**src/rtl/rf_restore_pkg.sv**
```systemverilog
// Shared types for the lockstep register-file restore sequencer.
package rf_restore_pkg;

    typedef enum logic [2:0] {
        IDLE,
        HALT,
        COPY,
        DRAIN,
        DONE
    } state_e;

    // Register 0 is hardwired to zero on cores that skip it, so the copy starts at 1.
    function automatic int unsigned first_addr(input int unsigned skip_zero);
        return (skip_zero != 0) ? 1 : 0;
    endfunction

endpackage

```
**src/rtl/rf_restore_seq.sv**
```systemverilog
// Restore sequencer: on a lockstep mismatch, halts both cores and replays the
// golden register file into both cores' register-file write ports.
module rf_restore_seq
    import rf_restore_pkg::*;
#(
    parameter int unsigned ADDR_WIDTH = 5,
    parameter int unsigned DATA_WIDTH = 32,
    parameter int unsigned SKIP_ZERO  = 1
) (
    input  logic                  clk_i,
    input  logic                  rst_ni,
    input  logic                  error_i,
    output logic                  cmp_enable_o,
    output logic                  halt_o,
    input  logic                  halt_ack_i,
    output logic [ADDR_WIDTH-1:0] rd_addr_o,
    input  logic [DATA_WIDTH-1:0] rd_data_i,
    output logic                  we_a_o,
    output logic                  we_b_o,
    output logic [ADDR_WIDTH-1:0] addr_a_o,
    output logic [ADDR_WIDTH-1:0] addr_b_o,
    output logic [DATA_WIDTH-1:0] data_a_o,
    output logic [DATA_WIDTH-1:0] data_b_o,
    output logic                  busy_o,
    output logic                  done_o
);

    localparam logic [ADDR_WIDTH-1:0] FIRST = ADDR_WIDTH'(first_addr(SKIP_ZERO));
    localparam logic [ADDR_WIDTH-1:0] LAST  = '1;

    state_e                  state_q, state_d;
    logic [ADDR_WIDTH-1:0]   ptr_q, ptr_d;
    logic                    pipe_vld_q, pipe_vld_d;
    logic [ADDR_WIDTH-1:0]   pipe_addr_q, pipe_addr_d;
    logic                    we_q, we_d;
    logic [ADDR_WIDTH-1:0]   waddr_q, waddr_d;
    logic [DATA_WIDTH-1:0]   wdata_q, wdata_d;
    logic                    cmp_en_q, cmp_en_d;
    logic                    halt_q, halt_d;
    logic                    busy_q, busy_d;
    logic                    done_q, done_d;

    always_comb begin
        state_d     = state_q;
        ptr_d       = ptr_q;
        pipe_vld_d  = 1'b0;
        pipe_addr_d = pipe_addr_q;
        // Write stage: data arrives one cycle after the address was issued.
        we_d        = pipe_vld_q;
        waddr_d     = pipe_vld_q ? pipe_addr_q : waddr_q;
        wdata_d     = pipe_vld_q ? rd_data_i : wdata_q;

        unique case (state_q)
            IDLE: begin
                if (error_i) state_d = HALT;
            end
            HALT: begin
                ptr_d = FIRST;
                if (halt_ack_i) state_d = COPY;
            end
            COPY: begin
                pipe_vld_d  = 1'b1;
                pipe_addr_d = ptr_q;
                // Stop on the all-ones address so the pointer never wraps to 0.
                if (ptr_q == LAST) state_d = DRAIN;
                else               ptr_d   = ptr_q + ADDR_WIDTH'(1);
            end
            DRAIN:   state_d = DONE;
            DONE:    state_d = IDLE;
            default: state_d = IDLE;
        endcase

        cmp_en_d = (state_d == IDLE);
        halt_d   = (state_d != IDLE);
        busy_d   = (state_d != IDLE);
        done_d   = (state_d == DONE);
    end

    always_ff @(posedge clk_i) begin
        if (!rst_ni) begin
            state_q     <= IDLE;
            ptr_q       <= '0;
            pipe_vld_q  <= 1'b0;
            pipe_addr_q <= '0;
            we_q        <= 1'b0;
            waddr_q     <= '0;
            wdata_q     <= '0;
            cmp_en_q    <= 1'b1;
            halt_q      <= 1'b0;
            busy_q      <= 1'b0;
            done_q      <= 1'b0;
        end else begin
            state_q     <= state_d;
            ptr_q       <= ptr_d;
            pipe_vld_q  <= pipe_vld_d;
            pipe_addr_q <= pipe_addr_d;
            we_q        <= we_d;
            waddr_q     <= waddr_d;
            wdata_q     <= wdata_d;
            cmp_en_q    <= cmp_en_d;
            halt_q      <= halt_d;
            busy_q      <= busy_d;
            done_q      <= done_d;
        end
    end

    assign cmp_enable_o = cmp_en_q;
    assign halt_o       = halt_q;
    assign busy_o       = busy_q;
    assign done_o       = done_q;
    assign rd_addr_o    = ptr_q;
    assign we_a_o       = we_q;
    assign we_b_o       = we_q;
    assign addr_a_o     = waddr_q;
    assign addr_b_o     = waddr_q;
    assign data_a_o     = wdata_q;
    assign data_b_o     = wdata_q;

endmodule

```
**config.mk**
```make
export PLATFORM = sky130hd
export DESIGN_NAME = rf_restore_seq
export DESIGN_NICKNAME = d
export VERILOG_FILES = /design/src/rtl/rf_restore_pkg.sv /design/src/rtl/rf_restore_seq.sv
export SDC_FILE = /design/constraint.sdc
export NUM_CORES = 1
export LEC_CHECK = 0
export ABC_AREA = 0
export CAP_MARGIN = 5
export CORE_ASPECT_RATIO = 1.25
export CORE_MARGIN = 10
export CORE_UTILIZATION = 40
export DETAILED_ROUTE_END_ITERATION = 16
export GPL_ROUTABILITY_DRIVEN = 0
export MAX_ROUTING_LAYER = met4
export PLACE_DENSITY = 0.79
export SLEW_MARGIN = 10
export SYNTH_ARGS = -nofsm -noshare
export SYNTH_HDL_FRONTEND = slang
export SYNTH_SLANG_ARGS = --single-unit
```
**constraint.sdc**
```tcl
create_clock -name clk_i -period 3 [get_ports clk_i]
set_clock_uncertainty 0.2 [all_clocks]
set_input_delay 0.6 -clock clk_i [delete_from_list [all_inputs] [get_ports clk_i]]
set_output_delay 0.6 -clock clk_i [all_outputs]
set_load 0.02 [all_outputs]
```
### After elaboration in Yosys (flattened, before gate mapping)

Index checks and enable logic that the tools add are counted.

* muxes and demuxes: 7
* add/subtract/negate cells: 1
* eq/ne operators: 6
* reductions and logical operators: 5

Operators with widths (count)
* $pmux 3 s4: 1
* $pmux 5 s2: 1
* $mux 3: 3
* $eq 3x2->1 const B: 2
* $logic_not 3->1: 2
* $add 5x1->5 const B: 1
* $eq 5x5->1 const B: 1
* $mux 5: 1
* $eq 3x1->1 const B: 1
* $eq 3x3->1 const B: 1
* $reduce_bool 3->1: 1
* $ne 2x2->1 const B: 1
* $reduce_and 2->1: 1
* $reduce_bool 2->1: 1
* $mux 1: 1

* output and inout port bits: 85
* word-level logic and storage cells: 29
* bits in registers: 55
* bits of input ports: 36

### Longest topological paths before layout

* word-level depth: 4
* gate-level depth with buffers: 6
* gate-level depth less buffers: 6

### Worst setup path after synthesis

OpenSTA, ideal clock, no wires.

* kind: register -> register
* from: reg ptr_q[0] (netlist: rd_addr_o[0])
* to: reg ptr_q[3] (netlist: rd_addr_o[3])
* arrival: 1.959 ns
* setup time: 0.072 ns
* setup slack: 0.770 ns
* data required time: 2.728 ns
* period minus slack after synthesis: 2.230 ns
* cell stages (with the launch flop): 7
* cells stage by stage: dfxtp_1 -> ha_1 -> and3_1 -> ha_1 -> or3b_4 -> a2111oi_4 -> mux2i_1

* longest elaborated chain between the ends: 3
* elaborated cells on any way between the ends: 6

RTL lines
* from (decl): line rf_restore_seq.sv:32 `logic [ADDR_WIDTH-1:0] ptr_q, ptr_d;`
* from (signal assigned): line rf_restore_seq.sv:94 `ptr_q <= ptr_d;`
* $add 5x1->5 or $eq 5x5->1 (tied branches): line rf_restore_seq.sv:66, rf_restore_seq.sv:65
* $mux 5 or $ne 2x2->1 (tied branches)
* $pmux 5 s2 or $reduce_and 2->1 (tied branches)

Several ways; a longest one is shown, not always the timed one. The select of a mux whose other input is x is not followed.
A chain may end at the register's enable or synchronous reset.

### Final worst setup path

Ends and elaborated chain as after synthesis.

==> reports/metrics.cfg <==
[status]
status = complete, no violations

[clocking]
htree_levels = 2
cts_made_buffers = 5
post_cts_buffers = 0
cts-root-buf = clkbuf_8
cts_tree = done
cts_resized = 0
clk_path_buf_depth = 2
clkLatencyLatePin_ns = 0.30
clock_sinks = 55
cts_hold_buf = 0
clkTransAtPathRegs_ns = 0.10

[sta]
tns_ns = 0
period_share = 0.761
relSlewSlack = 0.542
max_slew.worst_pin.slew_ns = 0.684
hold_ws_ns = 0.329
fmax_ghz = 0.438
setup_violations = 0
final.min_clock_period_ns = 2.28
finalMaxSlewViolations = 0
finalWorstSetupSlack_ns = 0.716
rsz0062_at_grt = false
hold_violations = 0

[placed_design]
port_buffers = 120
dp_hpwl_um = 4740
dp_slack_ns = 0.743
place_inst = 392

[route]
wl_um = 6030
drtIter0Drc = 40
viasPerCell = 4.55
wire_per_inst_um = 15.1
ant_nets = 0
dr.pass1.iters = 4
drcViolationCount = 0
vias = 1818

[logic_synthesis]
synth_nets = 276
syn_inst = 238
synth-edff-count = 0
synth_top_flop_cell = dfxtp_1
synth_top_cell_area_share = 0.446
synth_area_leader_cell = dfxtp_1
async_flop_share = 0
synth.avg_cell_area_um2 = 10.4
ys_seq_area_frac = 0.446
synth_seq_cells = 55
yosysWarnings = 0
netlist_area_um2 = 2470
synthDistinctLibCells = 33
ys_top_cells_by_area = dfxtp_1 (45%), mux2i_1 (18%), buf_4 (12%)

[power_and_ir_drop]
ir_worst_vdd_mv = 0.313
power.density_nw_per_um2 = 423
p_leak_nw = 1.18

[global_routing]
grt.total_usage = 0.122
grt_pass1_vias = 1864
met1_usage = 0.132
overflow = 0
antenna_found_initial = 0
use_met2 = 0.212
grt_max_degree = 47
busiest_layer = met2
grt_pass1_wl_um = 9580
grt_use_met3 = 0.0391

[setup_path]
cp.arrival_ns = 2.32
cp.required_ns = 3.04
start_kind = flip-flop
worstReg2RegEnd = rd_addr_o[3]$_SDFFE_PN0P_
rr_startpoint = rd_addr_o[0]$_SDFFE_PN0P_
ff2ff_path_depth = 6
path_class = reg -> reg
cp_max_fo = 6
worst_setup_path_end_kind = flip-flop
r2r_setup_slack_ns = 0.72

[floorplan]
initial_core_util = 0.419
die_height_um = 108
io_pins = 121
num_rows = 31
core_area_um2 = 5900
dieArea_um2 = 9740
die_w_um = 90.3

[layout]
nets = 355
n_fill_cell = 532
drive_gt1_frac = 0.0535
syn_to_final_growth_pct = 45.0
antenna_cells = 0
stdcell_count = 400
final_core_util = 0.607

[min_path]
hold_class = reg -> reg
min_to = rd_addr_o[4]$_SDFFE_PN0P_
holdCritStartpoint = rd_addr_o[4]$_SDFFE_PN0P_
hold_path_depth = 2

[flow_run]
maxCapViolCount = 0

==> cell families after synthesis <==
family                     share of synthesized area
muxes                                          0.178
adders and majority gates                     0.0101
and+or+nand+nor                                0.178
buffers and inverters                          0.150
DFF                                            0.446
AOI/OAI and AO/OA                             0.0375
==> report_power, final <==
part	internal [mW]	switching (mW)	total, mW
sequential	0.745	0.0199	0.765
clock	0.333	0.232	0.565
combinational	0.110	0.0762	0.187
total	1.19	0.328	1.52
==> worst max path at each step <==
stage                                            to  depth (start not counted)                       from
final                     rd_addr_o[3]$_SDFFE_PN0P_                          6  rd_addr_o[0]$_SDFFE_PN0P_
after global routing      rd_addr_o[3]$_SDFFE_PN0P_                          6  rd_addr_o[0]$_SDFFE_PN0P_
after CTS                 rd_addr_o[3]$_SDFFE_PN0P_                          6  rd_addr_o[0]$_SDFFE_PN0P_
after detailed placement  rd_addr_o[3]$_SDFFE_PN0P_                          6  rd_addr_o[0]$_SDFFE_PN0P_
after global placement    rd_addr_o[3]$_SDFFE_PN0P_                          6  rd_addr_o[0]$_SDFFE_PN0P_
after floorplan           rd_addr_o[3]$_SDFFE_PN0P_                          6  rd_addr_o[0]$_SDFFE_PN0P_
==> per-layer routing <==
layer | vias to the layer above | routed length (um)
met1 | 834 | 2590
met2 | 77 | 3030
met5 | - | 0
met4 | 0 | 51
met3 | 5 | 355
li1 | 902 | -
==> cell usage in the layout, fill, tap and decap left out <==
cell type,netlist,layout
ha_1,2,2
or3b_1,1,1
and2_1,3,3
and4_1,1,1
or2b_1,1,1
clkinvlp_4,0,1
bufinv_16,0,2
nor3b_2,1,1
nor2_1,1,1
nand2b_1,2,2
clkdlybuf4s50_1,0,120
and3b_1,1,1
o221a_2,1,1
buf_4,39,3
o21ai_0,3,3
nor2b_1,43,43
o211a_1,1,1
nand3_1,2,2
and3_1,1,1
nor3_1,4,4
nand2_1,4,4
nand4_1,2,2
a211oi_1,1,1
a2111oi_4,1,1
dfxtp_1,55,54
dfxtp_2,0,1
or3b_4,1,1
inv_1,5,5
or2_2,1,1
a21oi_1,3,3
nand3b_1,1,1
clkbuf_8,0,5
a31oi_1,1,1
mux2i_1,44,44
==> critical path: stages, from the launching register on <==
cell,delay (ns)
dfxtp_1,0.38
ha_1,0.24
and3_1,0.19
ha_1,0.24
or3b_4,0.40
a2111oi_4,0.36
mux2i_1,0.20
==> synthesized netlist by cell type, types with 3 or more instances <==
cell type  instances
a21oi_1            3
and2_1             3
buf_2              5
buf_4             39
clkbuf_1           5
dfxtp_1           55
inv_1              5
mux2i_1           44
nand2_1            4
nor2b_1           43
nor3_1             4
o21ai_0            3
==> state kept, by name, summed over array words and instances (netlist names), 3 cells and up <==
register,cells
data_a_o,32
rd_addr_o,5
addr_a_o,5
pipe_addr_q,5
state_q,3
==> cell type report <==
class	count	area, um2	area share
repair buffers	123	1220	0.342
flip-flops and latches	55	1100	0.308
multi-input cells	127	997	0.278
well taps	82	103	0.0287
clock buffers	5	68.8	0.0192
clock inverters	3	67.6	0.0189
inverters	5	18.8	0.00524
==> stage by stage <==
step | cell area (um2) | total power [mW]
2_1_floorplan | 2470 | 0.881
3_3_place_gp | 3440 | 0.968
3_5_place_dp | 3440 | 0.971
4_1_cts | 3580 | 1.54
5_1_grt | 3580 | 1.58
6_report | 3580 | 1.52
No activity file was read; power rests on OpenSTA's default activity.
